--- src/rtl/bird_pkg.sv ---
// Shared types and screen constants for the bird launch receiver.
package bird_pkg;

    localparam int FIXED_BITS = 4;
    localparam int SCREEN_W   = 640;
    localparam int SCREEN_H   = 480;

    typedef logic signed [15:0] fx_t;

    typedef enum logic [2:0] {
        READY_ST,
        ARMED_ST,
        FLY_ST,
        HIT_ST,
        DONE_ST
    } bird_state_t;

endpackage

--- src/rtl/bird_kinematics.sv ---
// One-frame ballistic step and screen-bounds test for a bird.
module bird_kinematics
    import bird_pkg::*;
#(
    parameter int FRAC_BITS = FIXED_BITS,
    parameter int GRAVITY   = 4,
    parameter int VY_MAX    = 256,
    parameter int X_MAX     = 639,
    parameter int Y_FLOOR   = 448
) (
    input  fx_t  pos_x,
    input  fx_t  pos_y,
    input  fx_t  vel_x,
    input  fx_t  vel_y,
    output fx_t  nxt_pos_x,
    output fx_t  nxt_pos_y,
    output fx_t  nxt_vel_x,
    output fx_t  nxt_vel_y,
    output logic out_of_bounds
);

    localparam fx_t GRAV_FX = fx_t'(GRAVITY);
    localparam fx_t VMAX_FX = fx_t'(VY_MAX);
    localparam logic signed [11:0] X_LIM = 12'(X_MAX);
    localparam logic signed [11:0] Y_LIM = 12'(Y_FLOOR);
    localparam logic signed [11:0] Y_TOP = -12'sd32;

    fx_t vy_sum;
    logic signed [11:0] pix_x;
    logic signed [11:0] pix_y;

    always_comb begin
        vy_sum    = vel_y + GRAV_FX;
        nxt_vel_y = (vy_sum > VMAX_FX) ? VMAX_FX : vy_sum;
        nxt_vel_x = vel_x;
        // position advances with the already-updated vertical speed
        nxt_pos_x = pos_x + vel_x;
        nxt_pos_y = pos_y + nxt_vel_y;
        pix_x     = 12'(pos_x >>> FRAC_BITS);
        pix_y     = 12'(pos_y >>> FRAC_BITS);
        out_of_bounds = (pix_x > X_LIM) ||
                        (pix_y >= Y_LIM) ||
                        (pix_y < Y_TOP);
    end

endmodule

--- src/rtl/bird_flight.sv ---
// Per-bird launch receiver: arm on shoot, fly once per frame,
// report hit or miss and export position for drawing.
module bird_flight
    import bird_pkg::*;
#(
    parameter int FIXED_BITS = bird_pkg::FIXED_BITS,
    parameter int INIT_X     = 64,
    parameter int INIT_Y     = 352,
    parameter int INIT_VX    = 160,
    parameter int INIT_VY    = -192,
    parameter int GRAVITY    = 4,
    parameter int VY_MAX     = 256,
    parameter int X_MAX      = SCREEN_W - 1,
    parameter int Y_FLOOR    = SCREEN_H - 32,
    parameter int HIT_FRAMES = 8
) (
    input  logic               clk,
    input  logic               resetN,
    input  logic               shoot_pulse,
    input  logic               reload,
    input  logic               startOfFrame,
    input  logic               collision,
    output logic signed [10:0] topLeftX,
    output logic signed [10:0] topLeftY,
    output logic               bird_visible,
    output logic               bird_busy,
    output logic               bird_hit,
    output logic               bird_missed
);

    localparam fx_t POS_X0 = fx_t'(INIT_X <<< FIXED_BITS);
    localparam fx_t POS_Y0 = fx_t'(INIT_Y <<< FIXED_BITS);
    localparam fx_t VEL_X0 = fx_t'(INIT_VX);
    localparam fx_t VEL_Y0 = fx_t'(INIT_VY);
    localparam logic [3:0] CNT_LAST = 4'(HIT_FRAMES - 1);

    bird_state_t state, state_n;
    fx_t posX, posY, velX, velY;
    fx_t posX_n, posY_n, velX_n, velY_n;
    fx_t kin_px, kin_py, kin_vx, kin_vy;
    logic [3:0] hit_cnt, hit_cnt_n;
    logic oob, hit_n, miss_n, busy_n, vis_n;

    bird_kinematics #(
        .FRAC_BITS (FIXED_BITS),
        .GRAVITY   (GRAVITY),
        .VY_MAX    (VY_MAX),
        .X_MAX     (X_MAX),
        .Y_FLOOR   (Y_FLOOR)
    ) u_kin (
        .pos_x         (posX),
        .pos_y         (posY),
        .vel_x         (velX),
        .vel_y         (velY),
        .nxt_pos_x     (kin_px),
        .nxt_pos_y     (kin_py),
        .nxt_vel_x     (kin_vx),
        .nxt_vel_y     (kin_vy),
        .out_of_bounds (oob)
    );

    always_comb begin
        state_n   = state;
        posX_n    = posX;
        posY_n    = posY;
        velX_n    = velX;
        velY_n    = velY;
        hit_cnt_n = hit_cnt;
        hit_n     = 1'b0;
        miss_n    = 1'b0;
        unique case (state)
            READY_ST: begin
                if (shoot_pulse) begin
                    state_n = ARMED_ST;
                    velX_n  = VEL_X0;
                    velY_n  = VEL_Y0;
                end
            end
            ARMED_ST: begin
                if (startOfFrame) state_n = FLY_ST;
            end
            FLY_ST: begin
                // collision outranks both the exit test and a frame step
                if (collision) begin
                    state_n   = HIT_ST;
                    hit_n     = 1'b1;
                    velX_n    = '0;
                    velY_n    = '0;
                    hit_cnt_n = '0;
                end else if (oob) begin
                    state_n = DONE_ST;
                    miss_n  = 1'b1;
                end else if (startOfFrame) begin
                    posX_n = kin_px;
                    posY_n = kin_py;
                    velX_n = kin_vx;
                    velY_n = kin_vy;
                end
            end
            HIT_ST: begin
                if (startOfFrame) begin
                    if (hit_cnt == CNT_LAST) state_n = DONE_ST;
                    else hit_cnt_n = hit_cnt + 4'd1;
                end
            end
            DONE_ST: begin
                if (reload) begin
                    state_n = READY_ST;
                    posX_n  = POS_X0;
                    posY_n  = POS_Y0;
                    velX_n  = '0;
                    velY_n  = '0;
                end
            end
            default: state_n = READY_ST;
        endcase
        busy_n = (state_n == ARMED_ST) || (state_n == FLY_ST) ||
                 (state_n == HIT_ST);
        vis_n  = (state_n != DONE_ST);
    end

    always_ff @(posedge clk or negedge resetN) begin
        if (!resetN) begin
            state        <= READY_ST;
            posX         <= POS_X0;
            posY         <= POS_Y0;
            velX         <= '0;
            velY         <= '0;
            hit_cnt      <= '0;
            bird_visible <= 1'b1;
            bird_busy    <= 1'b0;
            bird_hit     <= 1'b0;
            bird_missed  <= 1'b0;
        end else begin
            state        <= state_n;
            posX         <= posX_n;
            posY         <= posY_n;
            velX         <= velX_n;
            velY         <= velY_n;
            hit_cnt      <= hit_cnt_n;
            bird_visible <= vis_n;
            bird_busy    <= busy_n;
            bird_hit     <= hit_n;
            bird_missed  <= miss_n;
        end
    end

    assign topLeftX = 11'(posX >>> FIXED_BITS);
    assign topLeftY = 11'(posY >>> FIXED_BITS);

endmodule
--- config.mk ---
export PLATFORM = sky130hd
export DESIGN_NAME = bird_flight
export DESIGN_NICKNAME = d
export VERILOG_FILES = /design/src/rtl/bird_pkg.sv /design/src/rtl/bird_kinematics.sv /design/src/rtl/bird_flight.sv
export SDC_FILE = /design/constraint.sdc
export NUM_CORES = 1
export LEC_CHECK = 0
export ABC_AREA = 0
export CAP_MARGIN = 20
export CORE_UTILIZATION = 40
export DETAILED_ROUTE_END_ITERATION = 8
export PLACE_DENSITY = 0.57
export REMOVE_ABC_BUFFERS = 1
export SLEW_MARGIN = 20
export SYNTH_ARGS = -nofsm -noshare
export SYNTH_HDL_FRONTEND = slang
export SYNTH_SLANG_ARGS = --single-unit
--- constraint.sdc ---
create_clock -name clk -period 11.14 [get_ports clk]
set_clock_uncertainty 0.2 [all_clocks]
set_input_delay 1.671 -clock clk [delete_from_list [all_inputs] [get_ports clk]]
set_output_delay 1.671 -clock clk [all_outputs]
set_load 0.05 [all_outputs]
==> impl_metrics.yaml <==
critical_path:
  required_ns: 11.17
  cp.arrival_ns: 5.31
  crit_chain: "ha_1, nand3_2, or2_0, o21ai_1, a211oi_2, a21o_1, and2_1, ha_1, a21o_1, maj3_1, maj3_1, maj3_1, a31oi_1, o21ai_1, a21o_2, a31oi_4, a21oi_1, o21ai_1, mux2i_1"
  rr_startpoint: "velY[2]$_DFFE_PN0P_"
  crit_path_start_kind: "flop"
  cp-startpoint: "velY[2]$_DFFE_PN0P_"
  ff2ff_path_depth: 19
  cpPeakStageDelay_ns: 0.56
  setup.worst_path.end: "posY[11]$_DFFE_PN0P_"
  critPathKind: "flop to flop"
  r2r_slack_ns: 5.86
  cp-end-kind: "flop"
  reg2reg_to: "posY[11]$_DFFE_PN0P_"
  path_max_fanout: 12
  cpMaxStageDelayCell: "dfrtp_1"
drt:
  viasPerCell: 5.448
  remaining_drc_errors: 0
  antenna_left: 0
  drt-total-wl_um: 9369
  drt_iter0_drc: 154
  dr.pass1.iters: 4
  vias: 3356
  avgRoutedWirePerCell_um: 15.21
timing:
  finalSetupViolCount: 0
  timing.fmax_mhz: 189.4
  worst_slack_ns: 5.861
  fin_crit_sh: 0.4739
  worst_pin_slew_ns: 1.060
  period_needed_ns: 5.279
  setup-tns-final_ns: 0
  hold_viol_final: 0
  drv_slew: 0
  rsz0062_at_grt: "false"
  slew_headroom: 0.2936
clocking:
  cts.path.max_buffers: 2
  cts_repair_resize_count: 0
  cts_tree: "yes"
  cts.reportedPaths.clkPinSlew_ns: 0.10
  cts_buffers: 5
  cts.sinks: 55
  h-tree-depth: 2
  post-cts-setup-buffers: 0
  root_buffer: "clkbuf_8"
  cts_hold_buf: 0
  clk_latency_ns: 0.31
flow_run:
  drv_cap: 0
logic_synthesis:
  synth_most_common_cell: "nand2_1"
  synth_largest_area_cell: "dfrtp_1"
  yosys_warnings: 0
  synth_area_leaders: "dfrtp_1 (31%), nand2_1 (5.1%), buf_4 (4.5%)"
  ys_seq_elements: 55
  yosys-top-cells-count: "nand2_1 (55), dfrtp_1 (50), nor2_1 (45)"
  yosysTopAreaCellShare: 0.3102
  syn-cell-area_mm2: 0.004034
  synth_edf_count: 0
  synth_cell_types: 66
  syn_inst: 484
  ys_async_sr_fraction: 1.000
  synth_flop_cell: "dfrtp_1"
  ys_seq_area_frac: 0.3427
  postSynthAreaPerCell_um2: 8.334
cells_and_area:
  nNetsFinal: 503
  fillerInstances: 975
  drive_gt1_frac: 0.06418
  diodes: 0
  seq_area_mm2: 0.001383
  multiInputGateArea_mm2: 0.002350
  area_growth_pct: 8.468
power_and_ir_drop:
  p_leak_nw: 1.856
  vdd_drop_max_mv: 0.08169
  p_per_area_mw_per_mm2: 221.4
floorplanning:
  die_area_mm2: 0.01049
  die_h_um: 102.4
  die_w_um: 102.4
  core_area_mm2: 0.009774
  boundaryPins: 32
  rows: 36
  initial_core_util: 0.4127
placed_design:
  hpwl_um: 6849
  place_congestion: 0.9106
  port_buffers: 30
  pre_cts_slack_ns: 5.921
outcome:
  status: "finished, final reports clean"
global_route:
  grt_start_max_net_pins: 56
  overflow: 0
  grt_use_total: 0.1904
  grt_pass1_wl_um: 15800
  grt_pass1_vias: 3076
  antenna_found_initial: 0
min_path:
  worstHoldPathType: "flop to flop"
-- worst min path at each step --
stage / startpoint / end / slack [ns] / depth (start not counted)
2_1_floorplan: posY[0]$_DFFE_PN0P_ / posY[0]$_DFFE_PN0P_ / 0.25 / 2
3_3_place_gp: velY[15]$_DFFE_PN0P_ / velY[15]$_DFFE_PN0P_ / 0.26 / 2
6_report: velY[15]$_DFFE_PN0P_ / velY[15]$_DFFE_PN0P_ / 0.29 / 2
3_5_place_dp: velY[15]$_DFFE_PN0P_ / velY[15]$_DFFE_PN0P_ / 0.26 / 2
5_1_grt: posX[10]$_DFFE_PN1P_ / posX[10]$_DFFE_PN1P_ / 0.32 / 1
4_1_cts: velY[15]$_DFFE_PN0P_ / velY[15]$_DFFE_PN0P_ / 0.29 / 2
-- where the power goes --
group | total [mW] | switching [mW] | internal [mW]
clock network | 0.135 | 0.0676 | 0.0672
logic | 0.494 | 0.311 | 0.183
registers | 0.340 | 0.0795 | 0.260
total | 0.969 | 0.458 | 0.511
-- cell usage in the layout (no fill, tap or decap), types with 8 or more instances in the layout --
cell / synthesis / final
or3_1: 8 / 8
inv_1: 13 / 13
nand3_1: 20 / 20
xnor2_1: 17 / 17
ha_1: 14 / 14
nor2_1: 45 / 45
nand2_1: 55 / 55
mux2i_1: 8 / 8
a21oi_1: 29 / 29
nor3_1: 10 / 10
xor2_1: 8 / 8
and2_1: 10 / 10
dfrtp_1: 50 / 50
clkdlybuf4s50_1: 0 / 29
o21ai_1: 8 / 8
o21ai_0: 33 / 33
-- critical path, delay by kind of cell, from the launching register on --
| kind | cells | cell delay (ns) |
|---|---|---|
| AOI/OAI and AO/OA | 10 | 1.77 |
| adders and majority gates | 5 | 1.72 |
| DFF | 1 | 0.56 |
| muxes | 1 | 0.20 |
| and+or+nand+nor | 3 | 0.75 |
-- layout make-up --
type	instances	share of cell area
Sequential cell	55	0.3160
Multi-Input combinational cell	374	0.5370
Inverter	13	0.01115
Timing Repair Buffer	33	0.07263
Clock buffer	6	0.01659
Clock inverter	2	0.008579
Tap cell	133	0.03803
-- sequential cells by signal, summed over array words and instances (netlist names) --
signal	count
posY	16
bird_busy	1
bird_visible	1
velX	1
state	3
posX	11
bird_missed	1
bird_hit	1
velY	16
hit_cnt	4
-- metrics by stage --
stage | area (µm²) | util | hold WS, ns | instances | total power [mW]
after floorplan | 3781 | - | 0.2453 | 442 | 0.6904
after global placement | 4265 | 0.4364 | 0.2636 | 608 | 0.8310
after detailed placement | 4265 | 0.4364 | 0.2629 | 608 | 0.8380
after CTS | 4375 | 0.4476 | 0.2900 | 616 | 0.9761
after global routing | 4375 | 0.4476 | 0.3222 | 616 | 1.045
final | 4375 | 0.4476 | 0.2862 | 616 | 0.9688
-- logic make-up (layout without fill, tap and decap cells) --
logic type,Yosys count,after routing,synth area share
AO/OA/AOI/OAI,129,129,0.2084
flip-flops,55,55,0.3427
XOR/XNOR,25,25,0.05428
multiplexers,9,9,0.02264
other,1,1,0.0009296
adder cells (fa/ha/maj),20,20,0.06080
AND/OR/NAND/NOR,190,190,0.2354
buffers and inverters,55,54,0.07475
-- routing by layer --
layer  part of all wire  global-route usage  routed length, µm  vias up
met5                  0                   0                  0        -
met4             0.0096             0.04176                 90        0
met3              0.028             0.02257                266        8
met2               0.46              0.2944               4305       50
met1               0.50              0.2825               4707     1606
li1                   -                   -                  -     1692
No activity file was read; power rests on OpenSTA's default activity.
